`src/rtl/ram_arbiter.sv`:
```
// ram_arbiter: two-port round-robin arbiter in front of a single-port RAM,
// with an optional zero-fill sweep after reset.
module ram_arbiter #(
  parameter int DW = 32,
  parameter int AW = 5,
  parameter bit CLEAR_ON_RESET = 1'b1
) (
  input  logic          clk,
  input  logic          rst_n,
  input  logic          m0_req,
  input  logic          m0_we,
  input  logic [AW-1:0] m0_addr,
  input  logic [DW-1:0] m0_wdata,
  input  logic          m1_req,
  input  logic          m1_we,
  input  logic [AW-1:0] m1_addr,
  input  logic [DW-1:0] m1_wdata,
  output logic          m0_gnt,
  output logic          m1_gnt,
  output logic [DW-1:0] m0_rdata,
  output logic [DW-1:0] m1_rdata,
  output logic          m0_rvalid,
  output logic          m1_rvalid,
  output logic          ram_ena,
  output logic          ram_wena,
  output logic [AW-1:0] ram_addr,
  output logic [DW-1:0] ram_wdata,
  input  logic [DW-1:0] ram_rdata,
  output logic          busy
);
  typedef enum logic [1:0] {CLEAR, IDLE, ISSUE, RDWAIT} state_t;
  state_t        state;
  logic [AW-1:0] cnt, cmd_addr;
  logic [DW-1:0] cmd_wdata;
  logic          cmd_we, owner, last, idle;
  // outputs decode registered state only; rst_n gating keeps them at 0 during reset
  assign idle      = rst_n && state == IDLE;
  assign m0_gnt    = idle && m0_req && (!m1_req || last);
  assign m1_gnt    = idle && m1_req && (!m0_req || !last);
  assign busy      = rst_n && state == CLEAR;
  assign ram_ena   = rst_n && (state == CLEAR || state == ISSUE);
  assign ram_wena  = rst_n && (state == CLEAR || (state == ISSUE && cmd_we));
  assign ram_addr  = !rst_n ? '0 : state == CLEAR ? cnt : state == ISSUE ? cmd_addr : '0;
  assign ram_wdata = (rst_n && state == ISSUE) ? cmd_wdata : '0;
  always_ff @(posedge clk or negedge rst_n)
    if (!rst_n) begin
      state     <= CLEAR_ON_RESET ? CLEAR : IDLE;
      cnt       <= '0;
      last      <= 1'b1;
      owner     <= 1'b0;
      cmd_we    <= 1'b0;
      cmd_addr  <= '0;
      cmd_wdata <= '0;
      m0_rdata  <= '0;
      m1_rdata  <= '0;
      m0_rvalid <= 1'b0;
      m1_rvalid <= 1'b0;
    end else begin
      m0_rvalid <= 1'b0;
      m1_rvalid <= 1'b0;
      case (state)
        CLEAR: if (cnt == '1) state <= IDLE; else cnt <= cnt + 1'b1;
        IDLE: if (m0_gnt || m1_gnt) begin
          owner     <= m1_gnt;
          last      <= m1_gnt;
          cmd_we    <= m1_gnt ? m1_we : m0_we;
          cmd_addr  <= m1_gnt ? m1_addr : m0_addr;
          cmd_wdata <= m1_gnt ? m1_wdata : m0_wdata;
          state     <= ISSUE;
        end
        ISSUE: state <= cmd_we ? IDLE : RDWAIT;
        RDWAIT: begin
          if (owner) begin
            m1_rdata  <= ram_rdata;
            m1_rvalid <= 1'b1;
          end else begin
            m0_rdata  <= ram_rdata;
            m0_rvalid <= 1'b1;
          end
          state <= IDLE;
        end
        default: state <= IDLE;
      endcase
    end
endmodule

```
`config.mk`:
```
export PLATFORM = sky130hd
export DESIGN_NAME = ram_arbiter
export DESIGN_NICKNAME = d
export VERILOG_FILES = /design/src/rtl/ram_arbiter.sv
export SDC_FILE = /design/constraint.sdc
export NUM_CORES = 1
export LEC_CHECK = 0
export CORE_MARGIN = 10
export CORE_UTILIZATION = 39
export DETAILED_ROUTE_END_ITERATION = 7
export PLACE_DENSITY_LB_ADDON = 0.25
export REMOVE_ABC_BUFFERS = 1
export SYNTH_ARGS = -nofsm -noshare
export SYNTH_HDL_FRONTEND = slang
export SYNTH_SLANG_ARGS = --single-unit
export TNS_END_PERCENT = 1
```
`constraint.sdc`:
```
create_clock -name clk -period 1.65 [get_ports clk]
set_clock_uncertainty 0.05 [all_clocks]
set_input_delay 0.4125 -clock clk [delete_from_list [all_inputs] [get_ports clk]]
set_output_delay 0.4125 -clock clk [all_outputs]
set_load 0.02 [all_outputs]
```
==> results of run 1 <==
-- cells in the final DEF, fill, tap and decap left out, types with 3 or more instances in the layout --
master,n
buf_12,9
clkdlybuf4s50_1,110
buf_4,45
and3_4,26
nand2_1,3
and3_1,7
nor2b_1,5
o211a_1,39
mux2_2,53
and2_1,40
mux2_4,13
clkinv_2,4
a211o_1,38
dfrtp_1,110
buf_6,47
dlymetal6s2s_1,66
clkbuf_8,4
clkbuf_16,17
a22oi_2,3
inv_1,4
ha_4,6
-- per-stage QoR --
step                hold WS [ns]  std cells  worst slack [ns]  TNS (ns)  utilization [%]
floorplan                 0.0669        376             -1.69   -115.44                -
global placement           0.240        823            -0.706    -33.29             60.2
detailed placement         0.247        823            -0.714    -35.93             60.2
CTS                       0.0375        860            -0.485    -44.36             66.6
global route              0.0604        860            -0.617    -34.90             69.1
finish                    0.0505        860            -0.522    -25.52             69.1
-- power by group --
part | total [mW] | switching (mW) | internal (mW) | leakage [nW]
combinational | 8.13 | 3.71 | 4.42 | 3.39
clock | 3.36 | 1.17 | 2.19 | 0.271
sequential | 4.96 | 0.757 | 4.21 | 1.35
total | 16.5 | 5.64 | 10.8 | 5.01
-- critical path, delay by kind of cell (launching register included) --
family / cells / cell delay [ns]
and+or+nand+nor: 2 / 0.22
adders and majority gates: 1 / 0.15
AOI/OAI and AO/OA: 1 / 0.08
buffers and inverters: 4 / 0.45
DFF: 1 / 0.40
-- area by class of cell --
type	instances	area [µm²]
multi-input combinational	257	2560
inverter	6	22.5
clock buffer	23	488
timing repair buffer	279	3010
fill	932	4100
tap	176	220
sequential	113	2830
clock inverter	6	57.6
-- repair_timing --
| action | 4_1_cts | 5_1_grt |
|---|---|---|
| hold buffers | 1 | 0 |
| hold endpoints to repair | 1 | 0 |
| pin swaps | 7 | 16 |
| gates resized for setup | 276 | 113 |
| gates cloned | 1 | 0 |
| setup endpoints to repair | 151 | 219 |
| buffers inserted | 6 | 0 |
-- final timing paths --
check | startpoint | to | slack [ns] | cells after the start
max reg2reg | state[1] | cmd_wdata[9] | -0.24 | 9
max | state[0] | ram_addr[3] | -0.52 | 8
min in group clk | m1_rdata[17] | m1_rdata[17] | 0.45 | 1
min reg2reg | m1_rdata[17] | m1_rdata[17] | 0.45 | 1
max in group asynchronous | rst_n | m1_rdata[14] | 0.88 | 2
min | rst_n | cmd_wdata[16] | 0.05 | 2
-- state kept, by name, summed over array words and instances, names as in the netlist --
| name | count |
|---|---|
| m1_rvalid | 1 |
| state | 2 |
| m0_rvalid | 1 |
| m0_rdata | 32 |
| m1_rdata | 32 |
| cmd_addr | 5 |
| cnt | 5 |
| owner | 1 |
| cmd_wdata | 32 |
| last | 1 |
| cmd_we | 1 |
-- routing by layer --
metal | track usage [%] | vias up | routed length (µm)
li1 | - | 2041 | -
met3 | 9.31 | 32 | 1910
met4 | 7.63 | 0 | 461
met5 | 0 | - | 0
met1 | 20.2 | 2178 | 6360
met2 | 32.2 | 162 | 9060
-- cell families (layout without fill, tap and decap cells) --
logic type,count (synthesis),count (layout),share of synthesized area [%]
and+or+nand+nor,90,90,10.4
DFF,113,113,53.4
xor gates and xnor gates,3,3,0.496
adders and majority gates,7,7,1.65
AOI/OAI and AO/OA,90,90,15.5
buffers and inverters,43,314,4.28
muxes,67,67,14.2
==> flow_metrics.py, run 1 <==
metrics = {
    "synth": {
        "synth-edff-count": 0,
        "ys_ff_latch": 113,
        "synth.yosys.seq_area_share_pct": 53.4,
        "yosysTopAreaCellShare_pct": 52.9,
        "synthArstFlopShare_pct": 100,
        "yosys.area.top_type": "dfrtp_1",
        "avgSynthCellArea_um2": 12.8,
        "ys_types": 29,
        "yosysMostFrequentCell": "dfrtp_1",
        "synth_warnings": 0,
        "syn_inst": 413,
        "yosys-top-cells-area": "dfrtp_1, mux2_2, o211a_1",
        "netlist_area_um2": 5300,
        "synthFlopType": "dfrtp_1",
        "synth_commonest_cells": "dfrtp_1, mux2_2, and2_1, o211a_1, a211o_1",
    },
    "drt": {
        "wirelength_um": 17800,
        "routedWlPerCell_um": 20.7,
        "antenna_left": 0,
        "drt-initial-drc-count": 111,
        "via_per_inst": 5.13,
        "drc_errors": 0,
        "first_pass_iters": 4,
        "num_vias": 4413,
    },
    "timing": {
        "fmax_mhz": 460,
        "setup_slack_ns": -0.522,
        "period_minus_slack_ns": 2.17,
        "slew_violations": 0,
        "tightest_slew_ns": 0.573,
        "maxSlewHeadroom_pct": 61.8,
        "setup_viol": 104,
        "min_period_over_period_pct": 132,
        "rsz0062_at_grt": "true",
        "finalHoldViolCount": 0,
    },
    "die": {
        "io_pins": 220,
        "die_area_um2": 18600,
        "initial_core_util_pct": 39.8,
        "die_x_um": 137,
        "rows": 42,
        "core_area_um2": 13300,
        "die_h_um": 137,
    },
    "global_routing": {
        "grt_pass1_wl_um": 27600,
        "grt_pass1_vias": 4995,
        "gr-total-overflow": 0,
        "grt_max_degree": 48,
        "grt_use_total_pct": 19.1,
        "antenna_found_initial": 0,
    },
    "power_and_ir_drop": {
        "cellPowerDensity_nw_per_um2": 1790,
        "ir_worst_vdd_mv": 1.22,
        "p_leak_nw": 5.01,
        "power_mw": 16.5,
    },
    "cells_and_area": {
        "n_antenna_cell": 0,
        "final_nets": 793,
        "area_delta_synth_final_pct": 73.6,
        "layout-drive-gt1-share_pct": 35.7,
        "finalInstanceArea_um2": 9190,
    },
    "setup_path": {
        "path_common_cell": "buf_6",
        "critPathKind": "flop to output port",
        "cp.arrival_ns": 1.71,
        "path_cells": "inv_2 > buf_6 > ha_4 > buf_6 > nand2_1 > o21ai_1 > and2_1 > buf_6",
        "critPathSlowestCell": "dfrtp_1",
        "worst_setup_path_start_kind": "flop",
        "crit_fanout": 6,
        "cp.required_ns": 1.19,
        "end_kind": "output port",
        "slowest_delay_ns": 0.40,
    },
    "clock_network": {
        "clock_sinks": 113,
        "cts_root_buffer": "clkbuf_16",
        "clk_latency_ns": 0.41,
        "cts_buffers": 17,
        "cts_buffer_depth": 2,
        "cts_tree": "built",
        "path_clk_slew_ns": 0.05,
        "h-tree-depth": 4,
    },
    "place": {
        "portBuffers": 219,
        "place_area_um2": 8010,
        "gp_congestion": 0.782,
        "dp_hpwl_um": 12800,
    },
    "run_status": {
        "status": "finished with violations",
        "violations": "negative setup slack",
    },
    "min_path": {
        "hold_path.class": "input pin to asynchronous set/reset pin",
    },
    "run": {
        "drv_cap": 0,
    },
}
Power figures use the tool's default switching activity.
==> run 2: changes to the inputs <==
CORE_ASPECT_RATIO = 2   (was not set)
==> run 2 against run 1 <==
  * Clock power rose by 6%
  * Setup slack got worse by 0.0032 ns
  * Critical path depth down 2
  * Global-route usage increased by 0.32 points
  * The run still ends with negative setup slack left
  * Via count fell by 0.79%
  * Critical path type unchanged
  * Register-to-register slack lost 0.04 ns
  * Sequential power shrank 1%
  * First-iteration DRC count up 2.7%
  * Non-clock buffer count shrank 5
  * Die area increased by 1.5%
  * Cell area shrank 6.3%
  * Sequential share of layout area increased by 2.0 points
==> flow_metrics.py, run 2 (synthesis gave the netlist of run 1 again) <==
metrics = {
    "place": {
        "place_inst": 794,
        "place_area_um2": 7900,
        "dp_hpwl_um": 13000,
        "gp_congestion": 0.774,
        "portBuffers": 219,
    },
    "drt": {
        "num_vias": 4378,
        "routedWlPerCell_um": 21.2,
        "via_per_inst": 5.21,
        "drt-initial-drc-count": 114,
        "first_pass_iters": 5,
        "antenna_left": 0,
        "drc_errors": 0,
        "wirelength_um": 17800,
    },
    "global_routing": {
        "grt_pass1_wl_um": 28200,
        "antenna_found_initial": 4,
        "grt_use_total_pct": 19.5,
        "grt_pass1_vias": 5066,
        "gr-total-overflow": 0,
        "grt_max_degree": 47,
    },
    "setup_path": {
        "cp.arrival_ns": 1.71,
        "startpoint": "state[1]",
        "crit_fanout": 8,
        "reg2reg_from": "state[0]",
        "end_kind": "output port",
        "worst_setup_path_start_kind": "flop",
        "cp.required_ns": 1.19,
        "critPathKind": "flop to output port",
    },
    "power_and_ir_drop": {
        "switchingPower_mw": 5.76,
        "cellInternalPower_mw": 9.98,
        "p_leak_nw": 4.40,
        "cellPowerDensity_nw_per_um2": 1830,
        "swShare_pct": 36.6,
        "combPwrFrac_pct": 46.3,
        "seq_power_share_pct": 31.1,
        "ir_worst_vdd_mv": 1.11,
        "clockPowerShare_pct": 22.5,
    },
    "timing": {
        "maxSlewHeadroom_pct": 61.6,
        "slew_violations": 0,
        "setup_slack_ns": -0.525,
        "rsz0062_at_grt": "true",
        "setup_viol": 135,
        "timing.hold.ws_ns": 0.0357,
        "min_period_over_period_pct": 132,
        "fin_tns_setup_ns": -29.30,
        "tightest_slew_ns": 0.575,
        "fmax_mhz": 460,
        "finalHoldViolCount": 0,
        "period_minus_slack_ns": 2.18,
    },
    "cells_and_area": {
        "reg.largest.list": "cmd_wdata x32, m0_rdata x32, m1_rdata x32",
        "num-fill-cells": 1095,
        "area_delta_synth_final_pct": 62.6,
        "final_common_cell": "dfrtp_1",
        "mostFrequentLayoutCells": "dfrtp_1, clkdlybuf4s50_1, dlygate4sd2_1, buf_4, mux2_2",
        "layout-drive-gt1-share_pct": 31.2,
        "fin_cells": 840,
        "finalInstanceArea_um2": 8610,
        "final_nets": 788,
    },
    "run_status": {
        "status": "finished with violations",
        "violations": "negative setup slack",
    },
    "clock_network": {
        "h-tree-depth": 4,
        "cts_buffer_depth": 2,
        "clock_sinks": 113,
        "path_clk_slew_ns": 0.06,
        "clk_latency_ns": 0.40,
        "cts_tree": "built",
        "cts_buffers": 17,
        "cts_root_buffer": "clkbuf_16",
    },
    "die": {
        "rows": 60,
        "die_area_um2": 18900,
        "die_h_um": 185,
        "io_pins": 220,
        "core_area_um2": 13400,
        "initial_core_util_pct": 39.6,
        "die_x_um": 102,
    },
    "run": {
        "drv_cap": 0,
    },
    "min_path": {
        "hold_path.class": "input pin to asynchronous set/reset pin",
    },
}
-- run 2: cell types whose count changed in the layout (fill, tap and decap cells not counted), moves of 19 or more --
| cell | change |
|---|---|
| and3_1 | +23 |
| and3_4 | -23 |
| buf_4 | +19 |
| buf_6 | -31 |
| dlygate4sd2_1 | +65 |
| dlymetal6s2s_1 | -66 |
-- run 2: final timing paths --
path                                       to  slack, ns  cells after the start
worst max-delay path                 ram_wena      -0.53                      6
worst min-delay path              m0_rdata[0]       0.04                      2
worst max register to register  cmd_wdata[19]      -0.28                      8
worst min register to register    m1_rdata[2]       0.45                      1
max in group asynchronous       cmd_wdata[15]       0.66                      3
min in group clk                  m1_rdata[2]       0.45                      1
-- run 2: what timing repair did --
| action | 4_1_cts | 5_1_grt |
|---|---|---|
| hold buffers | 9 | 0 |
| pin swaps | 3 | 7 |
| endpoints found under the hold margin | 14 | 0 |
| buffers inserted | 1 | 1 |
| endpoints found under the setup margin | 153 | 153 |
| resized for setup | 315 | 12 |
-- run 2: power by group through the flow --
stage	clock network, mW	registers [mW]	logic [mW]
finish	3.55	4.90	7.29
global route	3.76	5.08	7.87
CTS	3.64	4.91	7.30
floorplan	0	5.81	2.91
detailed placement	0	4.95	7.55
global placement	0	4.86	7.38
-- run 2: cell type report --
type | instances | area (µm²) | share of cell area [%]
clock buffers | 17 | 425 | 4.94
diodes | 3 | 7.51 | 0.0872
flip-flops and latches | 113 | 2830 | 32.8
well taps | 155 | 194 | 2.25
inverters | 6 | 22.5 | 0.262
repair buffers | 274 | 2580 | 30.0
clock inverters | 15 | 150 | 1.74
multi-input cells | 257 | 2400 | 27.9
-- run 2: metrics by stage --
stage | setup slack [ns] | power (mW) | utilization, %
final | -0.525 | 15.7 | 64.4
after global routing | -0.590 | 16.7 | 64.4
after CTS | -0.540 | 15.8 | 64.0
after detailed placement | -0.768 | 12.5 | 59.1
after global placement | -0.765 | 12.2 | 59.1
after floorplan | -1.69 | 8.71 | -
-- run 2: critical path, cell delays in order, from the launching register on --
cell	delay, ns
dfrtp_1	0.42
inv_2	0.09
ha_4	0.18
buf_6	0.13
and2_4	0.16
a31o_4	0.21
buf_6	0.13
-- run 2: metal layers --
layer	track usage, %	up-vias	wire length (µm)
met4	9.14	2	571
li1	-	2028	-
met5	0	-	9
met1	19.6	2149	6100
met3	8.44	29	1590
met2	33.3	170	9550
